===== config.mk =====
export PLATFORM = sky130hd
export DESIGN_NAME = mem_port_arbiter
export DESIGN_NICKNAME = d
export VERILOG_FILES = /design/src/rtl/mem_port_arbiter.sv
export SDC_FILE = /design/constraint.sdc
export NUM_CORES = 1
export LEC_CHECK = 0
export ABC_AREA = 1
export BUFFER_PORTS_ARGS = -buffer_cell sky130_fd_sc_hd__buf_2
export CAP_MARGIN = 20
export CORE_AREA = 2 2 126 128
export CTS_CLUSTER_DIAMETER = 80
export CTS_CLUSTER_SIZE = 20
export DETAILED_ROUTE_END_ITERATION = 10
export DIE_AREA = 0 0 128 130
export PLACE_DENSITY = 0.68
export SLEW_MARGIN = 20
export SYNTH_ARGS = -nofsm -noshare
export SYNTH_HDL_FRONTEND = slang
export SYNTH_SLANG_ARGS = --single-unit

===== constraint.sdc =====
create_clock -name clk -period 7.85 [get_ports clk]
set_input_delay 0.785 -clock clk [delete_from_list [all_inputs] [get_ports clk]]
set_output_delay 0.785 -clock clk [all_outputs]
set_load 0.01 [all_outputs]

===== src/rtl/mem_port_arbiter.sv =====
`default_nettype none
// ============================================================================
// Module   : mem_port_arbiter
// Brief    : Shares one single-ported unified memory between the instruction
//            fetch port and the data port. One transaction at a time is
//            granted, latched into registered memory-side outputs and its
//            single in-order response is routed back to the owning port.
//            Data beats fetch until a starvation counter forces a fetch; a
//            response timeout aborts a hung transaction.
// Revision : 1.0 - initial release
// ============================================================================
module mem_port_arbiter #(
    parameter int AW           = 32,
    parameter int DW           = 32,
    parameter int STARVE_LIMIT = 4,
    parameter int TIMEOUT      = 255
) (
    input  logic            clk,
    input  logic            rst,
    // instruction fetch port
    input  logic            if_req,
    input  logic [AW-1:0]   if_addr,
    output logic            if_gnt,
    output logic            if_rvalid,
    // data port
    input  logic            d_req,
    input  logic            d_we,
    input  logic [AW-1:0]   d_addr,
    input  logic [DW-1:0]   d_wdata,
    input  logic [DW/8-1:0] d_wstrb,
    output logic            d_gnt,
    output logic            d_rvalid,
    // shared response data
    output logic [DW-1:0]   rdata,
    // memory side
    output logic            m_req,
    output logic            m_we,
    output logic [AW-1:0]   m_addr,
    output logic [DW-1:0]   m_wdata,
    output logic [DW/8-1:0] m_wstrb,
    input  logic            m_gnt,
    input  logic            m_rvalid,
    input  logic [DW-1:0]   m_rdata,
    // status
    output logic            busy,
    output logic            timeout_err
);

    localparam logic [1:0]  c_IDLE       = 2'd0;
    localparam logic [1:0]  c_ISSUE      = 2'd1;
    localparam logic [1:0]  c_WAIT       = 2'd2;

    localparam logic [3:0]  c_STARVE_MAX = 4'(STARVE_LIMIT);
    localparam bit          c_TO_EN      = (TIMEOUT != 0);
    // The abort is taken on the edge where the counter would reach TIMEOUT,
    // so m_req is visible for exactly TIMEOUT cycles when never accepted.
    localparam logic [15:0] c_TO_LAST    = 16'(TIMEOUT - 1);

    logic [1:0]  r_state;
    logic        r_owner_if;
    logic [3:0]  r_starve_cnt;
    logic [15:0] r_to_cnt;

    logic        w_idle;
    logic        w_fetch_win;
    logic        w_data_win;
    logic        w_timeout;

    // Arbitration: data wins unless fetch has been starved long enough or
    // there is no data request at all.
    assign w_idle      = (r_state == c_IDLE);
    assign w_fetch_win = if_req & (~d_req | (r_starve_cnt == c_STARVE_MAX));
    assign w_data_win  = d_req & ~w_fetch_win;
    assign if_gnt      = w_fetch_win & w_idle;
    assign d_gnt       = w_data_win & w_idle;
    assign busy        = ~w_idle;
    assign w_timeout   = c_TO_EN && !w_idle && (r_to_cnt == c_TO_LAST);

    // Transaction sequencer: grant latch, memory handshake, response return
    // and timeout abort, all with registered outputs.
    always_ff @(posedge clk or posedge rst) begin
        if (rst) begin
            r_state      <= c_IDLE;
            r_owner_if   <= 1'b1;
            r_starve_cnt <= 4'd0;
            r_to_cnt     <= 16'd0;
            m_req        <= 1'b0;
            m_we         <= 1'b0;
            m_addr       <= '0;
            m_wdata      <= '0;
            m_wstrb      <= '0;
            rdata        <= '0;
            if_rvalid    <= 1'b0;
            d_rvalid     <= 1'b0;
            timeout_err  <= 1'b0;
        end else begin
            if_rvalid   <= 1'b0;
            d_rvalid    <= 1'b0;
            timeout_err <= 1'b0;
            case (r_state)
                c_IDLE: begin
                    if (if_gnt) begin
                        r_owner_if   <= 1'b1;
                        m_we         <= 1'b0;
                        m_addr       <= if_addr;
                        m_wstrb      <= '0;
                        r_starve_cnt <= 4'd0;
                        m_req        <= 1'b1;
                        r_to_cnt     <= 16'd0;
                        r_state      <= c_ISSUE;
                    end else if (d_gnt) begin
                        r_owner_if   <= 1'b0;
                        m_we         <= d_we;
                        m_addr       <= d_addr;
                        m_wdata      <= d_wdata;
                        // loads never drive byte strobes
                        m_wstrb      <= d_we ? d_wstrb : '0;
                        if (!if_req) begin
                            r_starve_cnt <= 4'd0;
                        end else if (r_starve_cnt != c_STARVE_MAX) begin
                            r_starve_cnt <= r_starve_cnt + 4'd1;
                        end
                        m_req        <= 1'b1;
                        r_to_cnt     <= 16'd0;
                        r_state      <= c_ISSUE;
                    end
                end
                c_ISSUE, c_WAIT: begin
                    r_to_cnt <= r_to_cnt + 16'd1;
                    if (w_timeout) begin
                        // abort wins over a same-cycle m_gnt or m_rvalid
                        m_req       <= 1'b0;
                        timeout_err <= 1'b1;
                        rdata       <= '1;
                        if (r_owner_if) if_rvalid <= 1'b1;
                        else            d_rvalid  <= 1'b1;
                        r_state     <= c_IDLE;
                    end else if (r_state == c_ISSUE) begin
                        if (m_gnt) begin
                            m_req   <= 1'b0;
                            r_state <= c_WAIT;
                        end
                    end else if (m_rvalid) begin
                        rdata <= m_rdata;
                        if (r_owner_if) if_rvalid <= 1'b1;
                        else            d_rvalid  <= 1'b1;
                        r_state <= c_IDLE;
                    end
                end
                default: begin
                    m_req   <= 1'b0;
                    r_state <= c_IDLE;
                end
            endcase
        end
    end

endmodule
`default_nettype wire


### Word level (Yosys, flattened, before mapping)

Index checks and enable logic that the tools add are counted.

| storage, ports and cells | value |
|---|---|
| bits in registers | 128 |
| bits of input ports | 139 |
| output and inout port bits | 108 |
| logic and storage cells | 94 |

| cells by class | value |
|---|---|
| add/sub/neg operators | 2 |
| equal/unequal tests | 12 |
| muxes and demuxes | 44 |
| bitwise gates (word level) | 9 |
| reductions and logical operators | 14 |

Operators by type and width:

| kind | number |
|---|---|
| 32-bit 2-to-1 mux | 5 |
| 16-bit 2-to-1 mux | 2 |
| 16-bit one-hot mux with 2 select lines | 1 |
| 4-bit 2-to-1 mux | 7 |
| 1-bit 2-to-1 mux | 21 |
| 16-bit by 1-bit adder with 16-bit output (second input constant) | 1 |
| 16-bit by 8-bit equality test with 1-bit output (second input constant) | 1 |
| 3-bit AND reduction | 5 |
| 2-bit 2-to-1 mux | 6 |
| 3-bit != test (second input constant) | 3 |
| 4-bit != test (second input constant) | 2 |
| 2-bit nonzero test | 3 |
| 4-bit by 1-bit adder with 4-bit output (second input constant) | 1 |
| 1-bit bitwise AND | 4 |
| 4-bit by 3-bit equality test with 1-bit output (second input constant) | 1 |
| 4-bit by 3-bit != test with 1-bit output (second input constant) | 1 |
| 1-bit NOT | 4 |
| 2-bit one-hot mux with 2 select lines | 1 |
| 2-bit AND reduction | 2 |
| 3-bit by 1-bit != test with 1-bit output (second input constant) | 1 |
| 2-bit by 1-bit equality test with 1-bit output (second input constant) | 1 |
| 2-bit equality test (second input constant) | 1 |
| 2-bit logical NOT | 1 |
| 2-bit != test (second input constant) | 1 |
| other kinds (5) | 5 |

### Longest topological paths before layout

| depth | value |
|---|---|
| depth after elaboration | 9 |
| mapped depth | 12 |
| gate-level depth less buffers | 11 |

### Least setup slack after synthesis

Ideal clock, no wire load.

| timing path | value |
|---|---|
| kind | register to output |
| from | register r_state[0] |
| to | output d_gnt |
| data arrival time | 1,425 ps |
| required time | 7,065 ps |
| setup slack | 5,640 ps |
| cell stages (with the launch flop) | 9 |
| path buffers | 2 |
| cell sequence | dfrtp_1 inv_1 ha_1 nand2_4 inv_2 nand2_2 clkinv_2 buf_6 buf_4 |

| on the way | value |
|---|---|
| longest elaborated chain between the ends | 2 |

Ends and longest elaborated chain:

| item | line | text |
|---|---|---|
| start, declared | 59 | `logic [1:0] r_state;` |
| start signal, assigned | 83 | `r_state <= c_IDLE;` |
| start signal, assigned | 110 | `r_state <= c_ISSUE;` |
| start signal, assigned | 125 | `r_state <= c_ISSUE;` |
| 2-bit logical NOT | 71 | `assign w_idle = (r_state == c_IDLE);` |
| via w_idle | 64 | `logic w_idle;` |
| 1-bit bitwise AND | 75 | `assign d_gnt = w_data_win & w_idle;` |
| end, declared | 31 | `output logic d_gnt,` |

The timed path passes the listed nets, and every way through them passes these cells.

### Worst setup path after layout

Same ends and word-level chain as after synthesis.

==> flow_summary.toml <==
[sta]
drv_slew = 0
timing.final.ws_setup_ps = 3800
fmax_mhz = 247
worst_slew_pin_slew_ps = 938
finClkSkew_ps = 7.22
layout_min_cycle_time_ps = 4050
hold_viol_final = 0
post-route-period-util_pct = 51.6
setup_viol = 0
slew_headroom_pct = 37.3
finalSetupTns_ps = 0
rsz0062_at_grt = "no"
hold_slack_ps = 460

[pwr]
p_int_uw = 1920
p_per_area_nw_per_um2 = 400
leakage_uw = 0.00457
switchingPower_uw = 1250
seq_power_share_pct = 34.5
p_clk_share_pct = 26.4
power_frac_comb_pct = 39.1
ir_drop_mv = 0.191
switching_share_pct = 39.3

[logic_synthesis]
synth_enable_flop_cells = 0
synth_commonest_cells = "nand2_1, dfrtp_1, nor2_1"
synthFlopType = "dfrtp_1"
async_flop_share_pct = 100
synthTopCellsByArea = "dfrtp_1, nand2_1, nor2_1"
ys_seq_area_share_pct = 53.3
yosys.cell_count.top_type = "nand2_1"
synth-seq-cells = 128
synth_area_per_cell_um2 = 7.96
synth.top_cell.area_share_pct = 52.9
syn_nets = 903
yosysWarnings = 0
synth_top_cell_by_area = "dfrtp_1"
ys_types = 34
synth_cells = 755
syn_area_um2 = 6010

[routing]
vias_per_cell = 4.64
first_iter_violations = 311
first_pass_iters = 4
wl_mm = 16.2
drc = 0
final_antenna_net_count = 0
wire_per_inst_um = 13.5
route.vias.total = 5564

[critical_path]
critPathRequiredTime_ps = 7070
crit_type = "reg -> out"
cp.arrival_ps = 3260
endpoint_kind = "output port"
critPathMaxFanout = 35
cp-start-kind = "register"
path_buf_inv = 5
crit_path_top_delay_cell = "clkinv_2"
max_stage_delay_ps = 650
cp_top_family = "buffers and inverters"
crit_path_cell_trace = "inv_1, ha_1, nand2_4, inv_2, nand2_2, clkinv_2, buf_4, buf_2"

[global_routing]
grt_overflow = 0
met2_usage_pct = 31.9
antenna_found_initial = 0
use_met3_pct = 4.67
grt_pass1_vias = 4947
grt_usage_pct = 18.8
grt_max_degree = 74
grt-busiest-layer = "met2"
met1_usage_pct = 23.3
grt_pass1_wl_mm = 24.6

[floorplan]
die_h_um = 130
die-area_um2 = 16600
io_pins = 247
core_um2 = 15400
rows = 46
die_w_um = 128
initial_core_util_pct = 39.0

[clock_network]
postCtsResizedCells = 0
cts_root_buf = "clkbuf_16"
cts_sinks = 128
path_clk_slew_ps = 60
clk_path_buf_depth = 2
cts_hold_buf = 0
cts_tree = "built"
cts_setup_buffers = 0
h-tree-depth = 4
insertion_delay_ps = 410
numCtsBuffers = 17

[final_layout]
drive_gt1_share_pct = 30.8
fillCellCount = 1470
area.growth.synth_to_final_pct = 31.9
diodes = 0
instances_no_fill = 1198
nets = 1141

[placement]
port_buffers = 246
gp_congestion = 0.803
post-place-ws_ps = 4140
place_hpwl_mm = 11.3
dp.cells = 1166

[min_path]
hold_class = "reg -> reg"

[flow_run]
max-cap-violations = 0

[run_status]
status = "complete, no violations"
==> worst reg2reg max path, stage by stage, from the launching register on <==
cell	delay, ps
dfrtp_1	410
inv_1	90
ha_1	340
nand2_4	150
inv_2	40
nand2_2	500
clkinv_2	660
buf_4	460
a21oi_1	190
o21ai_1	80
==> path summary, 6_finish.rpt <==
path                                   startpoint                 endpoint  slack [ps]  cells after the start
setup / recovery           r_state[0]$_DFFE_PP0P_                    d_gnt        3800                      8
hold / removal               rdata[4]$_DFFE_PP0P_     rdata[4]$_DFFE_PP0P_         460                      2
setup reg to reg           r_state[0]$_DFFE_PP0P_   m_addr[14]$_DFFE_PP0P_        4820                      9
hold reg to reg              rdata[4]$_DFFE_PP0P_     rdata[4]$_DFFE_PP0P_         460                      2
max in group asynchronous                     rst  m_wdata[11]$_DFFE_PP0P_        5980                      3
min in group asynchronous                     rst   m_addr[19]$_DFFE_PP0P_         470                      2
==> registers in the layout, indices dropped and copies added (netlist names) <==
register	cells
if_rvalid	1
timeout_err	1
r_to_cnt	16
r_owner_if	1
r_state	2
rdata	32
m_wdata	32
m_addr	32
r_starve_cnt	4
m_wstrb	4
m_we	1
m_req	1
d_rvalid	1
==> layer usage <==
layer  wire [µm]  share of wire (%)
met1        6810                 42
met4         257                1.6
met2        8040                 50
met5           0                  0
met3        1070                6.6
==> layout by cell type, fill, tap and decap left out, types with 2 or more instances in the layout <==
cell       instances
a21oi_1           34
a21oi_2            7
buf_2            246
buf_4              3
bufinv_16          4
clkbuf_16         17
clkinv_2           5
clkinv_4           2
dfrtp_1          127
ha_1               9
inv_1             64
inv_2              6
inv_4              2
inv_6              3
nand2_1          312
nand2_2            4
nand2_4            2
nand3_1           16
nand4_1            2
nor2_1            72
nor2_2             2
nor2_4             3
nor3_1             7
o21ai_0           14
o21ai_1           29
xor2_1             4
==> area by class of cell <==
cell class	count	area (µm²)	area share, %
multi-input cells	524	2320	29.3
well taps	192	240	3.03
inverters	73	280	3.54
clock buffers	19	443	5.59
repair buffers	249	1250	15.8
clock inverters	13	184	2.32
flip-flops and latches	128	3200	40.4
==> cell families after synthesis <==
logic type                 share of synthesized area [%]
buffers and inverters                               8.06
xor gates and xnor gates                           0.729
AOI/OAI and AO/OA                                   7.64
and+or+nand+nor                                     28.4
DFF                                                 53.3
adders and majority gates                           1.87
==> per-stage QoR <==
| step | power (µW) | cell area [µm²] | utilization, % |
|---|---|---|---|
| final | 3170 | 7930 | 51.4 |
| after global routing | 3400 | 7930 | 51.4 |
| after CTS | 3210 | 7930 | 51.4 |
| after detailed placement | 2350 | 7300 | 47.3 |
| after global placement | 2320 | 7300 | 47.3 |
| after floorplan | 1900 | 6010 | - |
==> power by group through the flow <==
stage	registers (µW)	clock network, µW	logic [µW]
final	1090	838	1240
after CTS	1090	858	1260
after detailed placement	1090	0	1260
after global placement	1090	0	1230
after global routing	1120	883	1390
after floorplan	1220	0	680
Note: power is estimated with default switching activity, not from simulation.
